--- config.mk ---
export PLATFORM = sky130hd
export DESIGN_NAME = output_controler
export DESIGN_NICKNAME = d
export VERILOG_FILES = /design/src/rtl/output_controler.sv
export SDC_FILE = /design/constraint.sdc
export NUM_CORES = 1
export LEC_CHECK = 0
export ABC_AREA = 1
export CORE_AREA = 2 2 84 86
export CTS_CLUSTER_SIZE = 28
export DETAILED_ROUTE_END_ITERATION = 10
export DIE_AREA = 0 0 86 88
export GPL_ROUTABILITY_DRIVEN = 0
export HOLD_SLACK_MARGIN = 0.05
export PLACE_DENSITY = 0.77
export SYNTH_ARGS = -nofsm -noshare
export SYNTH_HDL_FRONTEND = slang
export SYNTH_SLANG_ARGS = --single-unit
--- constraint.sdc ---
create_clock -name clk -period 3.4 [get_ports clk]
set_input_delay 0.68 -clock clk [delete_from_list [all_inputs] [get_ports clk]]
set_output_delay 0.68 -clock clk [all_outputs]
set_load 0.05 [all_outputs]
--- src/rtl/output_controler.sv ---
// Per-output-port switch allocator: round-robin arbitration over input requests that target
// PORT_ID, a one-entry output holding register, and a forwarded-flit counter.
module output_controler #(
  parameter int unsigned            DATA_WIDTH = 8,
  parameter int unsigned            N_REGISTER = 3,
  parameter int unsigned            N_INPUT    = 5,
  parameter logic [N_REGISTER-1:0]  PORT_ID    = '0,
  parameter int unsigned            CNT_WIDTH  = 16
) (
  input  logic                            clk,
  input  logic                            rst,
  input  logic [N_INPUT*DATA_WIDTH-1:0]   Data_in,
  input  logic [N_INPUT*N_REGISTER-1:0]   register_in,
  input  logic                            full,
  output logic [N_INPUT-1:0]              s_ack,
  output logic [DATA_WIDTH-1:0]           Data_out,
  output logic                            write,
  output logic [CNT_WIDTH-1:0]            flit_cnt
);

  localparam int unsigned PtrW = (N_INPUT > 1) ? $clog2(N_INPUT) : 1;

  typedef enum logic {StEmpty = 1'b0, StLoaded = 1'b1} state_e;

  state_e                r_state, w_state_next;
  logic [DATA_WIDTH-1:0] r_hold_data, w_hold_data_next;
  logic [PtrW-1:0]       r_rr_ptr, w_rr_ptr_next;
  logic [CNT_WIDTH-1:0]  r_flit_cnt, w_flit_cnt_next;

  logic [N_INPUT-1:0]    w_req;
  logic [DATA_WIDTH-1:0] w_data_arr [N_INPUT];
  logic [PtrW:0]         w_sum;
  logic [PtrW-1:0]       w_idx, w_gnt;
  logic                  w_hold_valid, w_cap_ok, w_found, w_grant, w_write;

  always_comb begin
    for (int unsigned i = 0; i < N_INPUT; i++) begin
      w_req[i]      = (register_in[i*N_REGISTER +: N_REGISTER] == PORT_ID);
      w_data_arr[i] = Data_in[i*DATA_WIDTH +: DATA_WIDTH];
    end
  end

  // Scan requests starting at the pointer, wrapping past the last input.
  always_comb begin
    w_found = 1'b0;
    w_gnt   = '0;
    w_sum   = '0;
    w_idx   = '0;
    for (int unsigned k = 0; k < N_INPUT; k++) begin
      w_sum = {1'b0, r_rr_ptr} + (PtrW+1)'(k);
      if (w_sum >= (PtrW+1)'(N_INPUT)) begin
        w_sum = w_sum - (PtrW+1)'(N_INPUT);
      end
      w_idx = w_sum[PtrW-1:0];
      if (!w_found && w_req[w_idx]) begin
        w_found = 1'b1;
        w_gnt   = w_idx;
      end
    end
  end

  assign w_hold_valid = (r_state == StLoaded);
  assign w_write      = w_hold_valid && !full;
  assign w_cap_ok     = !w_hold_valid || !full;
  // Grants are suppressed in reset so no input FIFO is popped for a flit that gets discarded.
  assign w_grant      = rst && w_found && w_cap_ok;

  always_comb begin
    s_ack = '0;
    if (w_grant) begin
      s_ack[w_gnt] = 1'b1;
    end
  end

  always_comb begin
    w_state_next     = r_state;
    w_hold_data_next = r_hold_data;
    w_rr_ptr_next    = r_rr_ptr;
    w_flit_cnt_next  = r_flit_cnt;

    case (r_state)
      StEmpty: begin
        if (w_grant) w_state_next = StLoaded;
      end
      StLoaded: begin
        if (w_write && !w_grant) w_state_next = StEmpty;
      end
      default: w_state_next = StEmpty;
    endcase

    if (w_grant) begin
      w_hold_data_next = w_data_arr[w_gnt];
      w_rr_ptr_next    = (w_gnt == PtrW'(N_INPUT - 1)) ? '0 : w_gnt + PtrW'(1);
    end

    if (w_write) begin
      w_flit_cnt_next = r_flit_cnt + CNT_WIDTH'(1);
    end
  end

  always_ff @(posedge clk) begin
    if (!rst) begin
      r_state     <= StEmpty;
      r_hold_data <= '0;
      r_rr_ptr    <= '0;
      r_flit_cnt  <= '0;
    end else begin
      r_state     <= w_state_next;
      r_hold_data <= w_hold_data_next;
      r_rr_ptr    <= w_rr_ptr_next;
      r_flit_cnt  <= w_flit_cnt_next;
    end
  end

  assign Data_out = r_hold_data;
  assign write    = w_write;
  assign flit_cnt = r_flit_cnt;

endmodule

==> metrics.md, run 1 <==
| Metric | Value |
|---|---|
| Status | `finished with violations` |
| Failing checks | `negative setup slack` |
| Hold Crit Class | `reg -> reg` |
| Worst Hold Path Cells | `2` |
| Mapped Nets | `between 500 and 600` |
| First-pass GRT wire length | `14000 um` |
| Share of power burned in registers | `0.083` |
| CTS root buf | `clkbuf_8` |
| GRT Overall Usage | `0.225` |
| Adder-cell share of the synthesized area | `0.0472` |
| TritonCTS clock tree | `yes` |
| Worst min-delay path startpoint | `flit_cnt[0]` |
| Routed WL | `9990 um` |
| Largest family of logic cells by synthesized area | `simple AND/OR/NAND/NOR gates` |
| Total power | `5.10 mW` |
| Pre-CTS setup slack | `-0.120 ns` |
| Clock Latency Late Sink | `0.28 ns` |
| Drt wl/cell | `14.7 um` |
| Synth Area in Simple Gates | `0.509` |
| R2R Path End | `Data_out[7]` |
| Mapped Cells | `461` |
| Share of the yosys chip area belonging to registers | `0.200` |
| Longest Clk Path Bufs | `2` |
| Synth area leaders | `dfxtp_1, nand2_1, nand3_1` |
| Worst setup margin | `-0.291 ns` |
| Worst Tran Pin Value | `0.585 ns` |
| R2R Setup Slk | `0.34 ns` |
| Routed Antenna Nets | `0` |
| Clk sink count | `28` |
| Die span in x | `86 um` |
| Worst hold endpoint | `flit_cnt[0]` |
| GR Overflow Total | `0` |
| Buf/Inv on CP | `4` |
| Syn Area/Cell | `6.09 um^2` |
| PD cells | `1080 nW/um^2` |
| Clk_skew | `0.00317 ns` |
| Clock power share | `0.041` |
| Number of synthesized register bits | `28` |
| Final nets | `668` |
| Area of the core | `approximately 6600 um^2` |
| Sw Ratio | `0.539` |
| Prevailing post-synth register cell | `dfxtp_1` |
| Area growth from synthesis to layout | `68.2%` |
| RSZ-0062 raised after global routing | `true` |
| Die area | `around 7600 um^2` |
| Vias in the first global route | `3255` |
| CP max-delay cell | `dfxtp_4` |
| Delay of the slowest critical-path stage | `0.43 ns` |
| Starting Density | `0.423` |
| CTS buffer count | `3` |
| Cells along the critical path | `ha_4 -> inv_2 -> fa_2 -> clkinv_4 -> nand3_2 -> nand2_1 -> nand4_1 -> nand2_4 -> nand4_1 -> nor2_1 -> nor2_1 -> nand3_4 -> inv_4 -> nor3_4 -> buf_12` |
| CP Max Fanout | `5` |
| Multiplexer share of the synthesized area | `0` |
| Synth Area in XOR/XNOR | `0.0125` |
| 1st-pass router iterations | `5` |
| Via density | `5.32` |
| I/O pin count | `88` |
| Final setup violation count | `5` |
| Detail Placement HPWL | `6780 um` |
| Pin count of the biggest net entering global routing | `17` |
| Tcrit/Tclk final | `1.09` |
| Filler instances | `539` |
| Placed cell areas | `4150 um^2` |
| CP top delay family | `simple AND/OR/NAND/NOR gates` |
| Slew Viols, Final | `0` |
| Worst Path Arrival | `~3 ns` |
| Synth top area share | `0.200` |
| Worst R2R Start | `r_rr_ptr[1]` |
| Headroom to the max-slew limit | `0.609` |
| Crit end category | `output pin` |
| Hold Vio Cnt, Final | `0` |
| Synth Warn # | `0` |
| Mapped Area | `about 2800 um^2` |
| Final min period | `around 3.7 ns` |
| Startpoint types | `register` |
| CTS clk-pin slew, worst paths | `0.10 ns` |
| Fin area | `4720 um^2` |
| Max-cap check violation count | `0` |
| Initial antenna violation count | `0` |
| Crit path kind | `reg -> out` |
| Switching pwr | `between 2 and 3 mW` |
| Async SR Flop Fraction | `0` |
| DR DRC count | `0` |
| Post-synth EDFFs | `0` |
| # diodes | `0` |
| Synth cell types | `39` |
| Port bufs | `87` |
| Combinational share of power | `0.876` |
| VDD IR max | `0.000541 V` |
| Max Clk Rate | `0.271 GHz` |
| DRT iter0 DRCs | `259` |
| Die height | `88 um` |
| Compound-Gate Fraction of Synth Area | `0.105` |
| Internal Power | `approximately 2.3 mW` |
| P_leak | `2.12 nW` |
| Req. time, crit path | `2.72 ns` |
| Vias | `~3600` |
| Layout cells sized above 1 | `0.316` |
| Synth area leader | `dfxtp_1` |
| H-tree levels | `1` |
| Register-to-Register Path Depth | `19` |
| Row cnt | `30` |
## worst max path at each step
stage | startpoint | end | slack (ns) | cells past startpoint
final | r_rr_ptr[1] | s_ack[1] | -0.29 | 15
after global routing | r_rr_ptr[1] | s_ack[0] | -0.41 | 21
after CTS | r_rr_ptr[0] | s_ack[1] | -0.25 | 21
after detailed placement | register_in[7] | s_ack[1] | -0.12 | 15
after global placement | register_in[7] | s_ack[1] | -0.07 | 15
after floorplan | r_rr_ptr[1] | s_ack[0] | 0.02 | 18
## metal layers
layer	part of all wire	up-vias	global-route usage
met2	0.50	176	0.416
met3	0.067	53	0.0283
met4	0.049	0	0.0678
li1	-	1764	-
met5	0	-	0
met1	0.38	1620	0.272
## cell families after synthesis
logic type | Yosys count
buffers and inverters | 85
AO/OA/AOI/OAI | 52
adder cells (fa/ha/maj) | 10
flip-flops | 28
XOR/XNOR | 4
AND/OR/NAND/NOR | 282
## sequential cells by signal, indices dropped and copies added (netlist names)
register and count:
flit_cnt 16, Data_out 8, r_rr_ptr 3, r_state 1
## through the flow
step                      hold slack, ns   util  setup TNS, ns  cells
after global placement             0.452  0.625         -0.195    659
after floorplan                    0.577      -              0    461
after detailed placement           0.498  0.625         -0.393    659
final                              0.508  0.711          -1.30    679
after CTS                          0.512  0.669         -0.996    673
after global routing               0.538  0.711          -1.88    679
## repair_timing
action / CTS / global route
endpoints found under the setup margin: 5 / 5
setup buffers: 10 / 6
gates resized for setup: 37 / 56
hold buffers: 0 / 0
pin swaps: 20 / 29
## power by group through the flow
stage / clock network [mW] / registers, mW / logic (mW)
after floorplan: 0 / 0.499 / 2.44
after global placement: 0 / 0.419 / 3.60
after detailed placement: 0 / 0.419 / 3.64
after CTS: 0.215 / 0.413 / 4.00
after global routing: 0.227 / 0.427 / 4.80
final: 0.211 / 0.423 / 4.46
## cells in the final DEF (no fill, tap or decap), types with 6 or more instances in the layout
master / netlist / layout
nand3_4: 5 / 6
nand2_4: 2 / 11
nand2_2: 16 / 23
buf_12: 0 / 7
buf_4: 1 / 47
buf_6: 4 / 6
nand3_2: 4 / 19
o21ai_0: 12 / 11
inv_2: 16 / 17
nor3_1: 8 / 7
nor2_1: 27 / 24
nand4_1: 7 / 7
a21oi_1: 20 / 19
nor2_4: 4 / 8
dfxtp_1: 28 / 25
inv_1: 59 / 51
clkdlybuf4s50_1: 0 / 82
nand3_1: 76 / 60
nand2_1: 123 / 105
## cell type report
| cell class | instances | area, um^2 | area share |
|---|---|---|---|
| clock buffer | 4 | 55.1 | 0.0117 |
| inverter | 76 | 313 | 0.0662 |
| multi-input combinational | 348 | 2290 | 0.484 |
| sequential | 28 | 572 | 0.121 |
| tap | 80 | 100 | 0.0212 |
| timing repair buffer | 143 | 1400 | 0.296 |
## worst register-to-register path, cell delays in order, from the launching register on
cell and delay (ns):
dfxtp_4 0.43, ha_4 0.15, inv_2 0.04, fa_2 0.35
clkinv_4 0.11, nand3_2 0.16, nand2_1 0.19, nand4_1 0.21
nand2_4 0.17, buf_4 0.12, buf_4 0.10, inv_1 0.03
nand3_1 0.08, nor2_2 0.05, nor2_4 0.29, nand3_1 0.15
nand3_1 0.12, nand2_1 0.06, nand2_1 0.06, a21oi_1 0.06
## synthesized netlist by cell type, types with 2 or more instances
cell type / n
nand2_2: 16
o21ai_1: 8
inv_2: 16
dfxtp_1: 28
o21ai_0: 12
nand4_2: 2
nand4_1: 7
o211ai_1: 2
nand2_4: 2
nor4_1: 2
nor3_1: 8
ha_1: 9
nand3_4: 5
nor2_2: 2
a21oi_1: 20
clkbuf_1: 2
a21oi_2: 4
nand3_2: 4
o21ai_2: 2
inv_1: 59
xor2_1: 3
buf_2: 2
nor2_1: 27
nor2_4: 4
nand3_1: 76
nand2_1: 123
buf_6: 4
(Power assumes the default switching activity.)
==> run 2: changes to the inputs <==
--- a/config.mk
+++ b/config.mk
@@ -6,10 +6,10 @@
 export NUM_CORES = 1
 export LEC_CHECK = 0
 export ABC_AREA = 1
-export CORE_AREA = 2 2 84 86
+export CORE_AREA = 4 4 86 88
 export CTS_CLUSTER_SIZE = 28
 export DETAILED_ROUTE_END_ITERATION = 10
-export DIE_AREA = 0 0 86 88
+export DIE_AREA = 0 0 90 92
 export GPL_ROUTABILITY_DRIVEN = 0
 export HOLD_SLACK_MARGIN = 0.05
 export PLACE_DENSITY = 0.77
==> run 2 against run 1 <==
Against the previous run:
- the run still ends with negative setup slack left
- global-route usage down 0.98 points
- fmax increased by 0.28%
- hold slack got worse by 0.037 ns
- wire length down 2.0%
- register-to-register slack lost 0.17 ns
- via count fell by 0.55%
- cell count up 0.44%
- critical endpoint is now s_ack[0]
- combinational power grew 2%
- sequential share of layout area barely moved
- clock skew decreased by 0.00071 ns
- core utilization fell by 0.55 points
==> metrics.md, run 2 (same netlist as run 1, synthesis figures left out) <==
| Metric | Value |
|---|---|
| Hold Vio Cnt, Final | `0 (unchanged)` |
| Routed Antenna Nets | `0 (unchanged)` |
| Area of the core | `6640 um^2 (unchanged)` |
| Die span in x | `90 um (+4.7%)` |
| Req. time, crit path | `2.72 ns (about the same)` |
| Pin count of the biggest net entering global routing | `17 (unchanged)` |
| Vias in the first global route | `3320 (+2.0%)` |
| Drt wl/cell | `14.4 um (-2.4%)` |
| Final Non-Filler Cells | `682 (+0.44%)` |
| Routed WL | `9790 um (-2.0%)` |
| Final setup TNS | `-1.27 ns (+0.0249 ns)` |
| CTS buffer count | `3 (unchanged)` |
| Worst Tran Pin Value | `0.554 ns (-0.0316 ns)` |
| Switching pwr | `2.77 mW (+0.71%)` |
| Worst setup margin | `-0.281 ns (+0.0102 ns)` |
| # placed instances | `655 (-0.61%)` |
| Max Clk Rate | `0.272 GHz (+0.28%)` |
| Sw Ratio | `0.528 (-0.0109)` |
| Tcrit/Tclk final | `1.08 (-0.00299)` |
| Clock Latency Late Sink | `0.28 ns (about the same)` |
| Total power | `5.24 mW (+2.8%)` |
| Combinational share of power | `0.868 (-0.008)` |
| P_leak | `2.13 nW (about the same)` |
| I/O pin count | `88 (unchanged)` |
| Clk sink count | `28 (unchanged)` |
| Internal Power | `2.47 mW (+5.2%)` |
| Max-cap check violation count | `0 (unchanged)` |
| CP Max Fanout | `5 (unchanged)` |
| Crit end category | `output pin` |
| Clock power share | `0.053 (+0.012)` |
| CTS root buf | `clkbuf_8` |
| Fin Hold WS | `0.471 ns (-0.0370 ns)` |
| GRT Overall Usage | `0.216 (-0.00984)` |
| TritonCTS clock tree | `yes` |
| Headroom to the max-slew limit | `0.631 (+0.0211)` |
| H-tree levels | `1 (unchanged)` |
| Starting Density | `0.423 (unchanged)` |
| # diodes | `0 (unchanged)` |
| Final nets | `671 (+0.45%)` |
| DR DRC count | `0 (unchanged)` |
| Startpoint types | `register` |
| Initial antenna violation count | `0 (unchanged)` |
| Port bufs | `87 (unchanged)` |
| Final core utilization | `0.705 (-0.00546)` |
| Layout cells sized above 1 | `0.302 (-0.0132)` |
| Area growth from synthesis to layout | `66.9%` |
| Final min period | `3.68 ns (-0.0102 ns)` |
| Commonest cells after routing, fill and taps aside | `nand2_1, clkdlybuf4s50_1, nand3_1, inv_1, buf_4` |
| VDD IR max | `0.000771 V (+43%)` |
| RSZ-0062 raised after global routing | `true` |
| Clk_skew | `0.00246 ns (-0.000706 ns)` |
| DRT iter0 DRCs | `310 (+20%)` |
| Vias | `3593 (-0.55%)` |
| First-pass GRT wire length | `15100 um (+7.9%)` |
| GR Overflow Total | `0 (unchanged)` |
| Worst Path Arrival | `3.00 ns (about the same)` |
| Status | `finished with violations` |
| Via density | `5.27 (-0.99%)` |
| Longest Clk Path Bufs | `2 (unchanged)` |
| Slew Viols, Final | `0 (unchanged)` |
| Detail Placement HPWL | `6740 um (-0.67%)` |
| Failing checks | `negative setup slack` |
| PD cells | `1120 nW/um^2 (+3.6%)` |
| Hold Crit Class | `reg -> reg` |
| CTS clk-pin slew, worst paths | `0.11 ns (about the same)` |
| Die area | `8280 um^2 (+9.4%)` |
| 1st-pass router iterations | `6 (+1)` |
| Row cnt | `30 (unchanged)` |
| Final setup violation count | `5 (unchanged)` |
| Crit path kind | `reg -> out` |
| Max reg flops | `16 (unchanged)` |
| Commonest non-fill, non-tap cell in the layout | `nand2_1` |
| Die height | `92 um (+4.5%)` |
| Share of power burned in registers | `0.079 (-0.004)` |
## run 2: repair_timing
item                       CTS  global route
resized for setup           51            26
hold buffers                 0             0
pin swaps                   22            10
buffers inserted            14             9
setup endpoints to repair    5             5
## run 2: path summary, 6_finish.rpt
path,start,to,slack [ns],cells past startpoint
hold reg to reg,flit_cnt[15],flit_cnt[15],0.47,2
hold / removal,flit_cnt[15],flit_cnt[15],0.47,2
setup reg to reg,r_rr_ptr[0],Data_out[2],0.17,26
setup / recovery,r_rr_ptr[0],s_ack[0],-0.28,21
## run 2: per-layer routing
layer  routed length (um)  global-route usage  vias up
met4                  338              0.0612        0
met2                 4810               0.402      171
met3                  760              0.0476       41
met1                 3880               0.245     1606
met5                    0                   0        -
li1                     -                   -     1775
## run 2: area by class of cell
cell class,instances,area [um^2]
Multi-Input combinational cell,348,2250
Fill cell,514,1960
Timing Repair Buffer,146,1380
Sequential cell,28,569
Inverter,76,312
Tap cell,80,100
Clock buffer,3,41.3
Clock inverter,1,30.0
## run 2: power by group through the flow
stage	Clock, mW	Sequential, mW	Combinational (mW)
final	0.275	0.414	4.55
after CTS	0.275	0.412	4.14
after detailed placement	0	0.414	3.55
after floorplan	0	0.499	2.44
after global placement	0	0.414	3.51
after global routing	0.287	0.420	4.91
## run 2: stage by stage
| stage | cell area [um^2] | worst slack, ns |
|---|---|---|
| 2_1_floorplan | 2900 | 0.0191 |
| 3_3_place_gp | 4110 | -0.0884 |
| 3_5_place_dp | 4110 | -0.109 |
| 4_1_cts | 4500 | -0.181 |
| 5_1_grt | 4690 | -0.399 |
| 6_report | 4690 | -0.281 |
## run 2: worst max-delay path: stages (launching register included)
cell,delay (ns)
dfxtp_4,0.38
inv_6,0.07
ha_4,0.13
inv_2,0.04
fa_2,0.35
clkinv_4,0.12
nand2_4,0.09
nand3_2,0.11
nand3_2,0.10
nand3_2,0.11
nand2_2,0.07
nand2_2,0.07
nand2_4,0.08
nand4_1,0.15
inv_2,0.09
nand2_2,0.07
nand3_2,0.11
nor2_4,0.14
inv_4,0.07
buf_6,0.12
nor2_4,0.11
buf_12,0.14
